**src/rtl/dda_pkg.sv**
```systemverilog
// Shared constants and types for the DDA SPI command front-end.
package dda_pkg;

    localparam logic [7:0] OP_NOP    = 8'h00;
    localparam logic [7:0] OP_WR_MU  = 8'h01;
    localparam logic [7:0] OP_WR_ICX = 8'h02;
    localparam logic [7:0] OP_WR_ICY = 8'h03;
    localparam logic [7:0] OP_LOAD   = 8'h04;
    localparam logic [7:0] OP_STEP   = 8'h05;

    // Posit reset values: mu = 1.0, initial conditions = 0.5
    localparam logic [15:0] MU_RST = 16'h4000;
    localparam logic [15:0] IC_RST = 16'h3000;

    localparam int FRAME_BITS = 32;
    localparam logic [5:0] BITCNT_SAT = 6'd33;

    typedef enum logic [1:0] {
        ST_IDLE,
        ST_PULSE,
        ST_GAP
    } step_state_e;

endpackage

```
**src/rtl/spi_frame_rx.sv**
```systemverilog
// SPI mode-0 frame receiver: synchronizes the pins into clk, collects 32-bit
// command frames and shifts the {x, y} snapshot back out on MISO.
module spi_frame_rx
    import dda_pkg::*;
#(
    parameter int N = 16
) (
    input  logic         clk,
    input  logic         rst_n,
    input  logic         sclk_i,
    input  logic         cs_n_i,
    input  logic         mosi_i,
    input  logic [N-1:0] x_i,
    input  logic [N-1:0] y_i,
    output logic         miso_o,
    output logic         frame_vld_o,
    output logic [7:0]   opcode_o,
    output logic [7:0]   arg_o,
    output logic [15:0]  data_o
);

    logic [2:0]     sck_q;
    logic [2:0]     csn_q;
    logic [1:0]     mosi_q;
    logic [5:0]     bitcnt_q;
    logic [31:0]    rx_q;
    logic [2*N-1:0] tx_q;

    logic sck_rise, sck_fall, cs_fall, cs_rise, cs_act;

    // Bit 0 is the metastability flop; edges compare the two settled taps.
    assign sck_rise = sck_q[1] & ~sck_q[2];
    assign sck_fall = ~sck_q[1] & sck_q[2];
    assign cs_fall  = ~csn_q[1] & csn_q[2];
    assign cs_rise  = csn_q[1] & ~csn_q[2];
    assign cs_act   = ~csn_q[1];

    always_ff @(posedge clk) begin
        if (!rst_n) begin
            sck_q    <= 3'b000;
            csn_q    <= 3'b111;
            mosi_q   <= 2'b00;
            bitcnt_q <= '0;
            rx_q     <= '0;
            tx_q     <= '0;
        end else begin
            sck_q  <= {sck_q[1:0], sclk_i};
            csn_q  <= {csn_q[1:0], cs_n_i};
            mosi_q <= {mosi_q[0], mosi_i};
            if (cs_fall) begin
                bitcnt_q <= '0;
                tx_q     <= {x_i, y_i};
            end else if (cs_act) begin
                if (sck_rise) begin
                    rx_q <= {rx_q[30:0], mosi_q[1]};
                    if (bitcnt_q != BITCNT_SAT)
                        bitcnt_q <= bitcnt_q + 6'd1;
                end
                if (sck_fall)
                    tx_q <= {tx_q[2*N-2:0], 1'b0};
            end
        end
    end

    // Only an exact-length frame commits; short or long frames vanish.
    assign frame_vld_o = cs_rise && (bitcnt_q == 6'(FRAME_BITS));
    assign opcode_o    = rx_q[31:24];
    assign arg_o       = rx_q[23:16];
    assign data_o      = rx_q[15:0];
    assign miso_o      = tx_q[2*N-1];

endmodule

```
**src/rtl/dda_spi_ctrl.sv**
```systemverilog
// SPI command front-end for the Van der Pol DDA: parameter registers,
// load strobe and a step sequencer that spaces dda_step pulses.
module dda_spi_ctrl
    import dda_pkg::*;
#(
    parameter int N        = 16,
    parameter int STEP_GAP = 4
) (
    input  logic         clk,
    input  logic         rst_n,
    input  logic         sclk,
    input  logic         cs_n,
    input  logic         mosi,
    output logic         miso,
    input  logic [N-1:0] x_in,
    input  logic [N-1:0] y_in,
    output logic [N-1:0] mu,
    output logic [N-1:0] icx,
    output logic [N-1:0] icy,
    output logic         dda_load,
    output logic         dda_step,
    output logic         busy
);

    localparam int GW = $clog2(STEP_GAP + 1);

    logic        frame_vld;
    logic [7:0]  opcode, arg;
    logic [15:0] data;

    spi_frame_rx #(.N(N)) u_rx (
        .clk        (clk),
        .rst_n      (rst_n),
        .sclk_i     (sclk),
        .cs_n_i     (cs_n),
        .mosi_i     (mosi),
        .x_i        (x_in),
        .y_i        (y_in),
        .miso_o     (miso),
        .frame_vld_o(frame_vld),
        .opcode_o   (opcode),
        .arg_o      (arg),
        .data_o     (data)
    );

    logic        cmd_load, cmd_step;
    step_state_e state_q, state_d;
    logic [8:0]  rem_q, rem_d;
    logic [GW-1:0] gap_q, gap_d;
    logic [N-1:0] mu_q, icx_q, icy_q;
    logic        load_q;

    assign cmd_load = frame_vld && (opcode == OP_LOAD);
    assign cmd_step = frame_vld && (opcode == OP_STEP);

    always_ff @(posedge clk) begin
        if (!rst_n) begin
            mu_q   <= N'(MU_RST);
            icx_q  <= N'(IC_RST);
            icy_q  <= N'(IC_RST);
            load_q <= 1'b0;
        end else begin
            load_q <= cmd_load;
            if (frame_vld) begin
                case (opcode)
                    OP_WR_MU:  mu_q  <= N'(data);
                    OP_WR_ICX: icx_q <= N'(data);
                    OP_WR_ICY: icy_q <= N'(data);
                    default: ;
                endcase
            end
        end
    end

    always_ff @(posedge clk) begin
        if (!rst_n) begin
            state_q <= ST_IDLE;
            rem_q   <= '0;
            gap_q   <= '0;
        end else begin
            state_q <= state_d;
            rem_q   <= rem_d;
            gap_q   <= gap_d;
        end
    end

    always_comb begin
        state_d = state_q;
        rem_d   = rem_q;
        gap_d   = gap_q;
        case (state_q)
            ST_IDLE: begin
                if (cmd_step) begin
                    state_d = ST_PULSE;
                    rem_d   = {1'b0, arg} + 9'd1;
                end
            end
            ST_PULSE: begin
                rem_d   = rem_q - 9'd1;
                gap_d   = GW'(STEP_GAP - 1);
                state_d = ST_GAP;
            end
            ST_GAP: begin
                if (gap_q == '0)
                    state_d = (rem_q != 9'd0) ? ST_PULSE : ST_IDLE;
                else
                    gap_d = gap_q - GW'(1);
            end
            default: state_d = ST_IDLE;
        endcase
        // LOAD re-seeds the integrator, so any burst in flight is dropped.
        if (cmd_load)
            state_d = ST_IDLE;
    end

    assign mu       = mu_q;
    assign icx      = icx_q;
    assign icy      = icy_q;
    assign dda_load = load_q;
    assign dda_step = (state_q == ST_PULSE);
    assign busy     = (state_q != ST_IDLE);

endmodule

```
**config.mk**
```make
export PLATFORM = sky130hd
export DESIGN_NAME = dda_spi_ctrl
export DESIGN_NICKNAME = d
export VERILOG_FILES = /design/src/rtl/dda_pkg.sv /design/src/rtl/spi_frame_rx.sv /design/src/rtl/dda_spi_ctrl.sv
export SDC_FILE = /design/constraint.sdc
export NUM_CORES = 1
export LEC_CHECK = 0
export BUFFER_PORTS_ARGS = -buffer_cell sky130_fd_sc_hd__buf_2
export CORE_MARGIN = 3
export CORE_UTILIZATION = 51
export CTS_CLUSTER_SIZE = 8
export DETAILED_ROUTE_END_ITERATION = 8
export PLACE_DENSITY = 0.76
export SLEW_MARGIN = 40
export SYNTH_ARGS = -nofsm -noshare
export SYNTH_HDL_FRONTEND = slang
export SYNTH_SLANG_ARGS = --single-unit
```
**constraint.sdc**
```tcl
create_clock -name clk -period 1.74 [get_ports clk]
set_input_delay 0.087 -clock clk [delete_from_list [all_inputs] [get_ports clk]]
set_output_delay 0.087 -clock clk [all_outputs]
set_load 0.01 [all_outputs]
```
======== Word-level counts from Yosys, hierarchy flattened ========
Index checks and enable logic that the tools add are counted.
word-level totals
  bits in registers ....................... 141
  bits of input ports ..................... 37
  output and inout bits ................... 52
  word-level logic and storage cells ...... 72
operators by class
  add/sub/neg operators ................... 4
  equal/unequal tests ..................... 13
  multiplexer cells ....................... 11
  bitwise gates (word level) .............. 10
  reductions and logical operators ........ 21
operators with widths
  kind                 count
  $mux 32              3
  $pmux 9 s2           1
  $eq 8x2->1 const B   2
  $eq 8x3->1 const B   2
  $reduce_and 2->1     7
  $add 8x1->9 const B  1
  $mux 9               1
  $reduce_bool 9->1    1
  $sub 9x1->9 const B  1
  $eq 8x1->1 const B   1
  $ne 2x2->1 const B   4
  $reduce_bool 2->1    4
  $add 6x1->6 const B  1
  $eq 6x6->1 const B   1
  $ne 6x6->1 const B   1
  $not 1->1            6
  $pmux 2 s3           1
  $pmux 3 s2           1
  $reduce_and 3->1     2
  $and 1x1->1          4
  $mux 2               2
  $reduce_or 2->1      2
  $logic_and 1x1->1    3
  $logic_not 3->1      1
  other kinds (6)      6

======== Longest topological paths before layout ========
  word-level depth ........................ 6
  mapped depth ............................ 9

======== Hierarchy ========
Synthesis repeated with hierarchy kept, for this count alone.
unflattened totals
  cell total of the unflattened synthesis .. 630
  area, all modules ....................... 5950.7 µm²
modules (own cells, without submodules)
  module        instances  cells each  area an instance (µm²)  sequential area each (µm²)
  spi_frame_rx  1          337         3221.8                  1561.5
  dda_spi_ctrl  1          293         2728.9                  1261.2

======== Least setup slack after synthesis ========
Ideal clock, no wire load.
  kind .................................... register to register
  start ................................... register u_rx.bitcnt_q[0]
  end ..................................... register icx_q[12], in the netlist icx[12]
  library setup time ...................... 0.137 ns
  data arrival time ....................... 1.588 ns
  required time ........................... 1.603 ns
  slack ................................... 0.015 ns
  stages on the path, launching flop included .. 10
  cells stage by stage .................... dfxtp_1 inv_1 ha_1 and4bb_2 and4b_1 and3b_1 buf_4 buf_6 nand2_1 nand3_1
between the ends
  word-level cells in the longest chain between the ends .. 3
ends and longest elaborated chain
  what                               line                RTL
  from (decl)                        spi_frame_rx.sv:25  logic [5:0] bitcnt_q;
  from (signal assigned)             spi_frame_rx.sv:57  bitcnt_q <= bitcnt_q + 6'd1;
  $eq 6x6->1                         spi_frame_rx.sv:66  assign frame_vld_o = cs_rise && (bitcnt_q == 6'(FRAME_BITS));
  $logic_and 1x1->1                  spi_frame_rx.sv:66
  $reduce_and 2->1 (no source line)  -
  to (signal assigned)               dda_spi_ctrl.sv:59  icx_q <= N'(IC_RST);
  to (signal assigned)               dda_spi_ctrl.sv:67  OP_WR_ICX: icx_q <= N'(data);
  to (decl)                          dda_spi_ctrl.sv:50  logic [N-1:0] mu_q, icx_q, icy_q;
Every way passes these cells.
A chain may end at the register's enable or synchronous reset.

======== Final worst setup path ========
  start ................................... register u_rx.bitcnt_q[1]
  end ..................................... register icx_q[1], in the netlist icx[1]
The elaborated chain is that of the path after synthesis.

==> run_results.csv <==
group,metric,value,unit
drt,drc_violation_count_after_routing,0,
drt,routed_wire_length,15000,um
floorplan,design.portCount,89,
critical_path,end_kind,"flop",
outcome,failed_checks,"setup timing",
finish,fin_nets,866,
sta,report.final.slew_viol_count,0,
outcome,run_status,"finished with violations",
sta,worst_slew_margin_rel,71.5,%
clock_tree,clock_sinks,141,
sta,worst_hold_slack,295,ps
sta,final_min_period_over_clock_period,101,%
synth,ys_types,51,
sta,finClkSkew,7.66,ps
sta,setup_viol,1,
clock_tree,cts_buffers,17,
synth,synth-async-reset-ratio,0,%
place,gp_routability_congestion,0.838,
sta,worst_slew_pin_slew,424,ps
synth,netlist_instances,679,
finish,layout.cells.most_common_list,"172 x nand2_1, 139 x dfxtp_1, 88 x buf_2",
critical_path,timing.critical_path.fanout_max,16,
grt,antenna_found_initial,1,
finish,final_instance_count_without_filler_cells,975,
job,max_cap_check_violation_count,0,
place,port_buffers,88,
grt,grt_max_degree,76,
sta,unrepaired_setup_endpoints_after_global_routing,"true",
drt,vias_per_cell,5.45,
synth,synthesis.yosys.warnings,0,
finish,n_antenna_cell,0,
critical_path,cp_data_required_time,2210,ps
critical_path,arrival,2230,ps
sta,clock.fmax,569,MHz
critical_path,criticalPathCategory,"flop to flop",
finish,post-route-cell-area,7690,sq um
sta,hold_viol_final,0,
grt,globalRouteTotalUtil,23.8,%
sta,tns,-18.3,ps
drt,vias,5309,
synth,synth.yosys.seq_area_share,49.3,%
floorplan,std_cell_rows,38,
clock_tree,cts.htree.levels,4,
synth,synth_edf_count,0,
critical_path,crit_path_start_kind,"flop",
synth,yosys_register_bits,141,
drt,routed_wire_length_per_instance,15.3,um
clock_tree,cts.clk_slew.worst_paths,60,ps
place,detailedPlacementHpwl,8680,um
drt,initialDrtViolationCount,451,
synth,synth_top_flop_cell,"dfxtp_1",
floorplan,start_util,52.6,%
floorplan,vertical_die_dimension,112,um
synth,syn_area_per_cell,8.43,sq um
finish,final_common_cell,"nand2_1",
synth,syn_area,5730,sq um
floorplan,design.die.area,12500,sq um
sta,timing.final.ws_setup,-18.3,ps
clock_tree,cts_root_buffer,"clkbuf_8",
pwr,cellPowerDensity,980,nW/um^2
sta,timing.final.crit_period,1760,ps
pwr,power,0.00753,W
grt,first_global_vias,5158,
critical_path,r2r_setup_slack,-20,ps
place,numPlacedInstances,902,
grt,grt-ovfl-total,0,
floorplan,placeable_core_area,10900,sq um
clock_tree,cts_tree,"yes",
drt,ant_nets,0,
floorplan,dieWidth,112,um
pwr,worst_ir_drop_vdd,0.780,mV
clock_tree,cts_max_path_buffers,2,
finish,drive_gt1_share,24.0,%
pwr,leakagePower,2.97,nW
clock_tree,worstSkewPairLatency,540,ps
worst_hold_path,worstHoldPathType,"primary input to flop",
synth,mappedNetlistNets,723,
drt,detailedRoute.firstPassIterationCount,7,
finish,area_growth_syn_to_layout,34.2,%
grt,grt_pass1_wl,24300,um
place,placed_cell_area,6540,sq um
final timing paths:
kind                    start             to  cells after the start
max reg2reg  u_rx.bitcnt_q[1]         icx[1]                      8
min                      sclk  u_rx.sck_q[0]                      3
max          u_rx.bitcnt_q[1]         icx[1]                      8
min reg2reg     u_rx.csn_q[0]  u_rx.csn_q[1]                      1
kinds of logic after synthesis:
kind of cell             count (synthesis)  share of synthesized area (%)
AND/OR/NAND/NOR                        288                           22.4
XOR/XNOR                                12                           1.84
flip-flops                             141                           49.3
buffers and inverters                   55                           4.35
AO/OA/AOI/OAI                          143                           14.8
multiplexers                            33                           5.79
adder cells (fa/ha/maj)                  7                           1.53
metrics by stage:
| step | setup slack [ps] | util [%] |
|---|---|---|
| finish | -18.3 | 70.6 |
| detailed placement | -72.3 | 60.1 |
| global route | -66.5 | 70.6 |
| floorplan | 15.3 | - |
| global placement | 23.7 | 60.1 |
| CTS | 5.06 | 69.9 |
timing repair:
| item | CTS | global route |
|---|---|---|
| resized for setup | 10 | 19 |
| pin swaps | 5 | 6 |
| hold buffers | 37 | 0 |
| hold endpoints to repair | 51 | 0 |
| buffers inserted | 3 | 1 |
| endpoints found under the setup margin | 18 | 60 |
registers in the layout, indices dropped and copies added (netlist names):
| name | flops |
|---|---|
| u_rx.rx_q | 32 |
| u_rx.bitcnt_q | 6 |
| u_rx.mosi_q | 2 |
| mu | 16 |
| state_q | 2 |
| u_rx.csn_q | 3 |
| icy | 16 |
| u_rx.sck_q | 3 |
| icx | 16 |
| dda_load | 1 |
| rem_q | 9 |
| u_rx.tx_q | 32 |
| gap_q | 3 |
synthesized netlist by cell type, drive strengths merged, types with 2 or more instances:
cell / number / area (sq um)
xnor2: 4 / 35.0
nand2: 172 / 646
clkbuf: 28 / 105
a221oi: 2 / 17.5
inv: 12 / 45.0
a21oi: 90 / 450
buf: 15 / 98.8
nand2b: 6 / 37.5
nor3: 8 / 51.3
a21o: 2 / 15.0
mux2i: 32 / 320
nand3: 13 / 70.1
ha: 7 / 87.6
dfxtp: 141 / 2820
nor2b: 3 / 18.8
and4: 2 / 20.0
nand4: 6 / 37.5
nor2: 53 / 199
or2: 2 / 12.5
nor4: 3 / 18.8
and3: 4 / 25.0
and2: 5 / 31.3
nand3b: 3 / 22.5
or3b: 2 / 17.5
xor2: 8 / 70.1
a211oi: 33 / 248
o21ai: 5 / 25.0
critical path, cell delays in order (launching register included):
cell,delay (ps)
dfxtp_2,320
inv_2,70
ha_4,120
and4bb_2,300
and4b_2,280
and3b_2,220
buf_12,140
nand2_1,90
a21oi_2,150
routing by layer:
metal / part of all wire, % / vias up / routed length, um / track usage [%]
met4: 2.5 / 2 / 373 / 10.4
met1: 41 / 2479 / 6210 / 29.1
met3: 6.6 / 41 / 989 / 7.45
met5: 0.12 / - / 18 / 0
met2: 49 / 190 / 7370 / 38.9
li1: - / 2597 / - / -
layout make-up:
| class | count | area (sq um) |
|---|---|---|
| Fill cell | 748 | 3200 |
| Sequential cell | 141 | 2830 |
| Multi-Input combinational cell | 483 | 2770 |
| Timing Repair Buffer | 167 | 1230 |
| Clock buffer | 20 | 445 |
| Clock inverter | 12 | 191 |
| Tap cell | 140 | 175 |
| Inverter | 12 | 46.3 |
power breakdown:
| part | switching (W) | internal [W] |
|---|---|---|
| Combinational | 0.000171 | 0.000167 |
| Clock | 0.00136 | 0.00254 |
| Sequential | 0.0000255 | 0.00328 |
Note: power is estimated with default switching activity, not from simulation.
